## src/rtl/yarp_pkg.sv

```systemverilog
// Shared YARP types: access sizes, LSU error causes, LSU FSM states and alignment helper.
// Pure declarations; no logic, no latency.
package yarp_pkg;

  typedef enum logic [1:0] {
    BYTE      = 2'b00,
    HALF_WORD = 2'b01,
    DWORD     = 2'b10,
    WORD      = 2'b11
  } mem_access_size_t;

  typedef enum logic [1:0] {
    NONE     = 2'd0,
    MISALIGN = 2'd1,
    BUS      = 2'd2,
    TIMEOUT  = 2'd3
  } lsu_err_t;

  typedef enum logic [1:0] {
    IDLE,
    REQ,
    RSP,
    ERR
  } lsu_state_t;

  // DWORD is only legal on a 64-bit datapath, otherwise it is reported as misaligned.
  function automatic logic lsu_misaligned(input int xlen, input mem_access_size_t size,
                                          input logic [2:0] addr_lo);
    logic mis;
    mis = 1'b0;
    unique case (size)
      BYTE:      mis = 1'b0;
      HALF_WORD: mis = addr_lo[0];
      WORD:      mis = |addr_lo[1:0];
      DWORD:     mis = (xlen != 64) || (|addr_lo);
    endcase
    return mis;
  endfunction

endpackage

```

## src/rtl/yarp_lsu_if.sv

```systemverilog
// Execute-stage request/response and data-memory bus signals of the LSU.
// master = the LSU itself, slave = core plus memory environment.
interface yarp_lsu_if
  import yarp_pkg::*;
#(
  parameter int XLEN = 32
);
  logic              ex_valid_i;
  logic              ex_ready_o;
  logic              ex_wr_i;
  logic [1:0]        ex_size_i;
  logic              ex_zero_extnd_i;
  logic [XLEN-1:0]   ex_addr_i;
  logic [XLEN-1:0]   ex_wdata_i;
  logic              rsp_valid_o;
  logic [XLEN-1:0]   rsp_rdata_o;
  logic              rsp_err_o;
  lsu_err_t          rsp_cause_o;
  logic              mem_req_o;
  logic              mem_gnt_i;
  logic              mem_we_o;
  logic [XLEN-1:0]   mem_addr_o;
  logic [XLEN/8-1:0] mem_be_o;
  logic [XLEN-1:0]   mem_wdata_o;
  logic              mem_rvalid_i;
  logic [XLEN-1:0]   mem_rdata_i;
  logic              mem_err_i;

  modport master (
    input  ex_valid_i, ex_wr_i, ex_size_i, ex_zero_extnd_i, ex_addr_i, ex_wdata_i,
    input  mem_gnt_i, mem_rvalid_i, mem_rdata_i, mem_err_i,
    output ex_ready_o, rsp_valid_o, rsp_rdata_o, rsp_err_o, rsp_cause_o,
    output mem_req_o, mem_we_o, mem_addr_o, mem_be_o, mem_wdata_o
  );

  modport slave (
    output ex_valid_i, ex_wr_i, ex_size_i, ex_zero_extnd_i, ex_addr_i, ex_wdata_i,
    output mem_gnt_i, mem_rvalid_i, mem_rdata_i, mem_err_i,
    input  ex_ready_o, rsp_valid_o, rsp_rdata_o, rsp_err_o, rsp_cause_o,
    input  mem_req_o, mem_we_o, mem_addr_o, mem_be_o, mem_wdata_o
  );
endinterface

```

## src/rtl/yarp_lsu_lane.sv

```systemverilog
// Byte-lane steering: byte enables, store replication, load extract and sign/zero extension.
// Purely combinational, no backpressure.
module yarp_lsu_lane
  import yarp_pkg::*;
#(
  parameter  int XLEN = 32,
  localparam int NB   = XLEN / 8,
  localparam int LW   = $clog2(NB)
) (
  input  logic [LW-1:0]     lane,
  input  mem_access_size_t  size,
  input  logic              zero_extnd,
  input  logic [XLEN-1:0]   wdata,
  input  logic [XLEN-1:0]   rdata,
  output logic [NB-1:0]     be,
  output logic [XLEN-1:0]   wdata_rep,
  output logic [XLEN-1:0]   rdata_ext
);

  logic [XLEN-1:0] shifted;

  assign shifted = rdata >> {lane, 3'b000};

  always_comb begin
    be        = '1;
    wdata_rep = wdata;
    rdata_ext = shifted;
    unique case (size)
      BYTE: begin
        be        = NB'(1) << lane;
        wdata_rep = {NB{wdata[7:0]}};
        if (zero_extnd) rdata_ext = XLEN'(shifted[7:0]);
        else            rdata_ext = XLEN'($signed(shifted[7:0]));
      end
      HALF_WORD: begin
        be        = NB'(3) << lane;
        wdata_rep = {(NB/2){wdata[15:0]}};
        if (zero_extnd) rdata_ext = XLEN'(shifted[15:0]);
        else            rdata_ext = XLEN'($signed(shifted[15:0]));
      end
      WORD: begin
        be        = NB'(15) << lane;
        wdata_rep = {(NB/4){wdata[31:0]}};
        if (zero_extnd) rdata_ext = XLEN'(shifted[31:0]);
        else            rdata_ext = XLEN'($signed(shifted[31:0]));
      end
      DWORD: begin
        be        = '1;
        wdata_rep = wdata;
        rdata_ext = shifted;
      end
    endcase
  end

endmodule

```

## src/rtl/yarp_lsu.sv

```systemverilog
// Load/store unit: one outstanding req/gnt/rvalid access with alignment check and timeout.
// Min latency accept->rsp 3 cycles (misalign 2); waits on gnt/rvalid, no backpressure on rsp.
module yarp_lsu
  import yarp_pkg::*;
#(
  parameter int XLEN        = 32,
  parameter int TIMEOUT_CYC = 255
) (
  input  logic       clk,
  input  logic       reset_n,
  yarp_lsu_if.master bus
);

  localparam int NB = XLEN / 8;
  localparam int LW = $clog2(NB);
  localparam int CW = $clog2(TIMEOUT_CYC + 2);

  lsu_state_t       state_q, state_d;
  logic [CW-1:0]    to_cnt;
  logic [XLEN-1:0]  addr_q, wdata_q;
  mem_access_size_t size_q;
  logic             wr_q, zext_q;
  lsu_err_t         cause_q;
  logic             rsp_valid_q, rsp_err_q;
  logic [XLEN-1:0]  rsp_rdata_q;
  lsu_err_t         rsp_cause_q;
  logic             accept, misaligned, timeout_hit, in_req;
  logic [NB-1:0]    lane_be;
  logic [XLEN-1:0]  lane_wdata, lane_rdata;

  assign misaligned  = lsu_misaligned(XLEN, mem_access_size_t'(bus.ex_size_i), bus.ex_addr_i[2:0]);
  assign timeout_hit = (TIMEOUT_CYC != 0) && (to_cnt == CW'(TIMEOUT_CYC - 1));

  yarp_lsu_lane #(.XLEN(XLEN)) u_lane (
    .lane       (addr_q[LW-1:0]),
    .size       (size_q),
    .zero_extnd (zext_q),
    .wdata      (wdata_q),
    .rdata      (bus.mem_rdata_i),
    .be         (lane_be),
    .wdata_rep  (lane_wdata),
    .rdata_ext  (lane_rdata)
  );

  always_comb begin
    state_d = state_q;
    accept  = 1'b0;
    unique case (state_q)
      IDLE: if (bus.ex_valid_i) begin
        accept  = 1'b1;
        state_d = misaligned ? ERR : REQ;
      end
      REQ: begin
        if (bus.mem_gnt_i)     state_d = RSP;
        else if (timeout_hit)  state_d = ERR;
      end
      RSP: begin
        if (bus.mem_rvalid_i)  state_d = IDLE;
        else if (timeout_hit)  state_d = ERR;
      end
      ERR: state_d = IDLE;
    endcase
  end

  // Bus outputs come straight from the latched access so they hold steady while waiting for gnt.
  assign in_req          = (state_q == REQ);
  assign bus.ex_ready_o  = (state_q == IDLE);
  assign bus.mem_req_o   = in_req;
  assign bus.mem_we_o    = in_req & wr_q;
  assign bus.mem_be_o    = in_req ? lane_be : '0;
  assign bus.mem_addr_o  = in_req ? {addr_q[XLEN-1:LW], {LW{1'b0}}} : '0;
  assign bus.mem_wdata_o = in_req ? lane_wdata : '0;
  assign bus.rsp_valid_o = rsp_valid_q;
  assign bus.rsp_err_o   = rsp_err_q;
  assign bus.rsp_rdata_o = rsp_rdata_q;
  assign bus.rsp_cause_o = rsp_cause_q;

  always_ff @(posedge clk or negedge reset_n) begin
    if (!reset_n) begin
      state_q     <= IDLE;
      to_cnt      <= '0;
      addr_q      <= '0;
      wdata_q     <= '0;
      size_q      <= BYTE;
      wr_q        <= 1'b0;
      zext_q      <= 1'b0;
      cause_q     <= NONE;
      rsp_valid_q <= 1'b0;
      rsp_err_q   <= 1'b0;
      rsp_rdata_q <= '0;
      rsp_cause_q <= NONE;
    end else begin
      state_q <= state_d;
      if ((state_d == state_q) && (state_q == REQ || state_q == RSP)) to_cnt <= to_cnt + 1'b1;
      else                                                            to_cnt <= '0;

      if (accept) begin
        addr_q  <= bus.ex_addr_i;
        wdata_q <= bus.ex_wdata_i;
        size_q  <= mem_access_size_t'(bus.ex_size_i);
        wr_q    <= bus.ex_wr_i;
        zext_q  <= bus.ex_zero_extnd_i;
        cause_q <= misaligned ? MISALIGN : NONE;
      end else if (state_d == ERR) begin
        cause_q <= TIMEOUT;
      end

      rsp_valid_q <= 1'b0;
      rsp_err_q   <= 1'b0;
      rsp_rdata_q <= '0;
      rsp_cause_q <= NONE;
      if (state_q == RSP && bus.mem_rvalid_i) begin
        rsp_valid_q <= 1'b1;
        rsp_err_q   <= bus.mem_err_i;
        rsp_cause_q <= bus.mem_err_i ? BUS : NONE;
        rsp_rdata_q <= (wr_q || bus.mem_err_i) ? '0 : lane_rdata;
      end else if (state_q == ERR) begin
        rsp_valid_q <= 1'b1;
        rsp_err_q   <= 1'b1;
        rsp_cause_q <= cause_q;
      end
    end
  end

endmodule
```

## src/flat_wrapper.sv

```systemverilog
// flat-port wrapper written by rule: the top's interface ports become plain ports
module yarp_lsu_flat import yarp_pkg::*;
#(
  parameter int XLEN        = 32,
  parameter int TIMEOUT_CYC = 255
)
  (clk, reset_n, bus_ex_valid_i, bus_ex_wr_i, bus_ex_size_i, bus_ex_zero_extnd_i, bus_ex_addr_i, bus_ex_wdata_i, bus_mem_gnt_i, bus_mem_rvalid_i, bus_mem_rdata_i, bus_mem_err_i, bus_ex_ready_o, bus_rsp_valid_o, bus_rsp_rdata_o, bus_rsp_err_o, bus_rsp_cause_o, bus_mem_req_o, bus_mem_we_o, bus_mem_addr_o, bus_mem_be_o, bus_mem_wdata_o);
  yarp_lsu_if #(.XLEN(XLEN)) bus_i ();
  input  logic clk;
  input  logic reset_n;
  input wire logic [$bits(bus_i.ex_valid_i)-1:0] bus_ex_valid_i;
  input wire logic [$bits(bus_i.ex_wr_i)-1:0] bus_ex_wr_i;
  input wire logic [$bits(bus_i.ex_size_i)-1:0] bus_ex_size_i;
  input wire logic [$bits(bus_i.ex_zero_extnd_i)-1:0] bus_ex_zero_extnd_i;
  input wire logic [$bits(bus_i.ex_addr_i)-1:0] bus_ex_addr_i;
  input wire logic [$bits(bus_i.ex_wdata_i)-1:0] bus_ex_wdata_i;
  input wire logic [$bits(bus_i.mem_gnt_i)-1:0] bus_mem_gnt_i;
  input wire logic [$bits(bus_i.mem_rvalid_i)-1:0] bus_mem_rvalid_i;
  input wire logic [$bits(bus_i.mem_rdata_i)-1:0] bus_mem_rdata_i;
  input wire logic [$bits(bus_i.mem_err_i)-1:0] bus_mem_err_i;
  output wire logic [$bits(bus_i.ex_ready_o)-1:0] bus_ex_ready_o;
  output wire logic [$bits(bus_i.rsp_valid_o)-1:0] bus_rsp_valid_o;
  output wire logic [$bits(bus_i.rsp_rdata_o)-1:0] bus_rsp_rdata_o;
  output wire logic [$bits(bus_i.rsp_err_o)-1:0] bus_rsp_err_o;
  output wire logic [$bits(bus_i.rsp_cause_o)-1:0] bus_rsp_cause_o;
  output wire logic [$bits(bus_i.mem_req_o)-1:0] bus_mem_req_o;
  output wire logic [$bits(bus_i.mem_we_o)-1:0] bus_mem_we_o;
  output wire logic [$bits(bus_i.mem_addr_o)-1:0] bus_mem_addr_o;
  output wire logic [$bits(bus_i.mem_be_o)-1:0] bus_mem_be_o;
  output wire logic [$bits(bus_i.mem_wdata_o)-1:0] bus_mem_wdata_o;
  assign bus_i.ex_valid_i = bus_ex_valid_i;
  assign bus_i.ex_wr_i = bus_ex_wr_i;
  assign bus_i.ex_size_i = bus_ex_size_i;
  assign bus_i.ex_zero_extnd_i = bus_ex_zero_extnd_i;
  assign bus_i.ex_addr_i = bus_ex_addr_i;
  assign bus_i.ex_wdata_i = bus_ex_wdata_i;
  assign bus_i.mem_gnt_i = bus_mem_gnt_i;
  assign bus_i.mem_rvalid_i = bus_mem_rvalid_i;
  assign bus_i.mem_rdata_i = bus_mem_rdata_i;
  assign bus_i.mem_err_i = bus_mem_err_i;
  assign bus_ex_ready_o = bus_i.ex_ready_o;
  assign bus_rsp_valid_o = bus_i.rsp_valid_o;
  assign bus_rsp_rdata_o = bus_i.rsp_rdata_o;
  assign bus_rsp_err_o = bus_i.rsp_err_o;
  assign bus_rsp_cause_o = bus_i.rsp_cause_o;
  assign bus_mem_req_o = bus_i.mem_req_o;
  assign bus_mem_we_o = bus_i.mem_we_o;
  assign bus_mem_addr_o = bus_i.mem_addr_o;
  assign bus_mem_be_o = bus_i.mem_be_o;
  assign bus_mem_wdata_o = bus_i.mem_wdata_o;
  yarp_lsu #(.XLEN(XLEN), .TIMEOUT_CYC(TIMEOUT_CYC)) u_core (.clk(clk), .reset_n(reset_n), .bus(bus_i));
endmodule
```

## config.mk

```make
export PLATFORM = sky130hd
export DESIGN_NAME = yarp_lsu_flat
export DESIGN_NICKNAME = d
export VERILOG_FILES = /design/src/rtl/yarp_pkg.sv /design/src/rtl/yarp_lsu_if.sv /design/src/rtl/yarp_lsu_lane.sv /design/src/rtl/yarp_lsu.sv /design/src/flat_wrapper.sv
export SDC_FILE = /design/constraint.sdc
export NUM_CORES = 1
export LEC_CHECK = 0
export ABC_AREA = 1
export BUFFER_PORTS_ARGS = -buffer_cell sky130_fd_sc_hd__buf_4
export CORE_ASPECT_RATIO = 0.7
export CORE_MARGIN = 3
export CORE_UTILIZATION = 40
export CTS_CLUSTER_DIAMETER = 150
export DETAILED_ROUTE_END_ITERATION = 8
export GPL_TIMING_DRIVEN = 0
export PLACE_DENSITY = 0.73
export RECOVER_POWER = 50
export SLEW_MARGIN = 20
export SYNTH_ARGS = -nofsm -noshare
export SYNTH_HDL_FRONTEND = slang
export SYNTH_SLANG_ARGS = --single-unit
```

## constraint.sdc

```tcl
create_clock -name clk -period 5.6 [get_ports clk]
set_clock_uncertainty 0.2 [all_clocks]
set_input_delay 0.84 -clock clk [delete_from_list [all_inputs] [get_ports clk]]
set_output_delay 0.84 -clock clk [all_outputs]
set_load 0.01 [all_outputs]
```

==> out/metrics.yaml <==
place:
  place.gp.congestion: 0.870
  dp.cells: 1172
  dp_hpwl_um: 13500
  io_buffers: 210
  place_ws_ps: 2530
timing:
  worst_slew_pin_slew_ps: 3580
  finalCritPeriodShare: 0.690
  slew_violations: 66
  rsz0062_at_grt: "no"
  fin_crit_ps: 3870
  finalSetupTns_ps: 0
  hold_viol: 0
  slew-limit-headroom: -1.38
  setup_slack_ps: 1730
  fmax_mhz: 259
  setup_viol: 0
power_and_ir_drop:
  max-vdd-ir-drop_mv: 0.259
  power_density_mw_per_mm2: 529
  cellLeakagePower_nw: 4.66
clock_tree:
  htreeDepth: 4
  cts_tree: "yes"
  ctsLongestPathBuffers: 2
  cts.root.buffer_cell: "clkbuf_16"
  cts.repair.resized: 0
  cts_setup_buffers: 0
  clkSinkCount: 117
  hold_buffers: 0
  insertion_delay_ps: 410
  path_clk_slew_ps: 60
  numCtsBuffers: 17
layout:
  multi_input_area_mm2: 0.00232
  n_antenna_cell: 0
  n_fill_cell: 1343
  seqCellArea_mm2: 0.00293
  fin_cells: 1204
  nets: 1113
  final_core_util: 0.580
  syn2layout_area_growth_pct: 40.4
  drive_gt1_frac: 0.252
logic_synthesis:
  synth-main-ff-cell: "dfrtp_1"
  synthCells: 770
  syn_area_mm2: 0.00580
  yosysWarningCount: 0
  ys_seq_area_frac: 0.505
  ys_ff_latch: 117
  synth_most_common_cell: "nand2_1"
  synth_area_leaders: "dfrtp_1, nand2_1, nor2_1, inv_1, o21ai_0"
  synth_top_area_share: 0.505
  yosys.cell_types.count: 33
  synth-edff-count: 0
  synthTopCellsByCount: "nand2_1, dfrtp_1, nor2_1"
  ys_async_sr_fraction: 1.00
  syn_area_per_cell_um2: 7.54
  synth_top_area_cell: "dfrtp_1"
critical_path:
  cp-start-kind: "primary input"
  critPathArrivalTime_ps: 3360
  path_max_fanout: 66
  cpLargestDelayFamily: "buffers and inverters"
  critPathSlowestCell: "clkbuf_1"
  endpoint_kind: "asynchronous set/reset pin"
  slowest_delay_ps: 2470
  cp.required_ps: 5100
  path_class: "in2async"
  cp_cell_sequence: "clkbuf_1"
  cp.buffers_inverters: 1
  r2r_slack_ps: 3250
floorplan:
  die_w_um: 150
  die-area_mm2: 0.0160
  core_mm2: 0.0141
  pin_count: 213
  placementRows: 36
  initial_utilization: 0.413
  die_h_um: 107
grt:
  grt_max_degree: 67
  overflow: 0
  grt_pass1_vias: 5710
  grt_use_total: 0.230
  antenna_found_initial: 0
  grt_pass1_wl_um: 28700
route:
  via_count: 5817
  drtIter0Drc: 417
  post_drt_via_cell_ratio: 4.83
  wl_per_cell_um: 14.9
  first_pass_iters: 5
  ant_nets: 0
  drcViolationCount: 0
  wirelength_um: 18000
status:
  failed_checks: "max-capacitance violations, max-slew violations"
  status: "finished with violations"
job:
  drv_cap: 1
hold_path:
  hold_class: "reg2reg"
==> cells in the final DEF (no fill, tap or decap), types with 2 or more instances in the layout <==
cell type,count
buf_4,194
nand3_1,22
inv_6,5
a21oi_1,24
o21ai_2,3
clkinv_4,4
bufinv_16,2
buf_6,2
xor2_1,5
nor2_1,89
o22ai_1,9
clkbuf_1,44
conb_1,2
clkinvlp_4,2
o21ai_0,41
nand2_2,3
or2_2,2
dfrtp_1,117
xnor2_1,2
inv_1,83
clkbuf_16,17
ha_1,6
buf_2,14
nand2_1,292
a311oi_1,14
==> path summary, 6_finish.rpt <==
check / from / end / cells past startpoint
hold / removal: u_core.addr_q[14]$_DFFE_PN0P_ / u_core.addr_q[14]$_DFFE_PN0P_ / 2
min in group asynchronous: reset_n / u_core.bus.rsp_rdata_o[12]$_DFF_PN0_ / 1
setup reg to reg: u_core.state_q[0]$_DFF_PN0_ / u_core.wdata_q[13]$_DFFE_PN0P_ / 8
hold reg to reg: u_core.addr_q[14]$_DFFE_PN0P_ / u_core.addr_q[14]$_DFFE_PN0P_ / 2
max in group clk: u_core.state_q[1]$_DFF_PN0_ / bus_mem_wdata_o[28] / 7
setup / recovery: reset_n / u_core.to_cnt[1]$_DFF_PN0_ / 1
==> layer usage <==
layer | up-vias | track usage | wire length [um]
met2 | 239 | 0.359 | 8130
met4 | 0 | 0.0568 | 191
met5 | - | 0 | 0
met3 | 19 | 0.0663 | 1590
met1 | 2721 | 0.316 | 8090
li1 | 2838 | - | -
==> sequential cells by signal (all words and copies together), names as in the netlist <==
register	cells
u_core.bus.rsp_err_o	1
u_core.state_q	2
u_core.addr_q	32
u_core.bus.rsp_cause_o	2
u_core.cause_q	2
u_core.bus.rsp_valid_o	1
u_core.wdata_q	32
u_core.size_q	2
u_core.wr_q	1
u_core.zext_q	1
u_core.to_cnt	9
u_core.bus.rsp_rdata_o	32
==> cell type report <==
class                   count  share of cell area
clock inverters            15              0.0209
flip-flops and latches    117               0.359
repair buffers            211               0.188
plain buffers              45              0.0266
multi-input cells         524               0.285
clock buffers              17              0.0522
inverters                  85              0.0395
well taps                 190              0.0292
==> logic make-up after synthesis <==
family          share of synthesized area
xor+xnor                           0.0106
flops                               0.505
buf+inv                            0.0953
other cells                      0.000646
fa+ha+maj                          0.0129
compound gates                     0.0959
simple gates                        0.280
==> power by group <==
group	internal (mW)	switching (mW)
combinational	0.723	1.19
sequential	1.12	0.178
clock	0.666	0.427
total	2.51	1.79
==> through the flow <==
step	area, um^2	total power, mW	hold slack, ps
3_3_place_gp	7620	3.19	258
4_1_cts	8250	4.34	247
5_1_grt	8150	4.64	298
3_5_place_dp	7650	3.22	261
2_1_floorplan	5810	2.46	244
6_report	8150	4.31	278
Power figures use the tool's default switching activity.
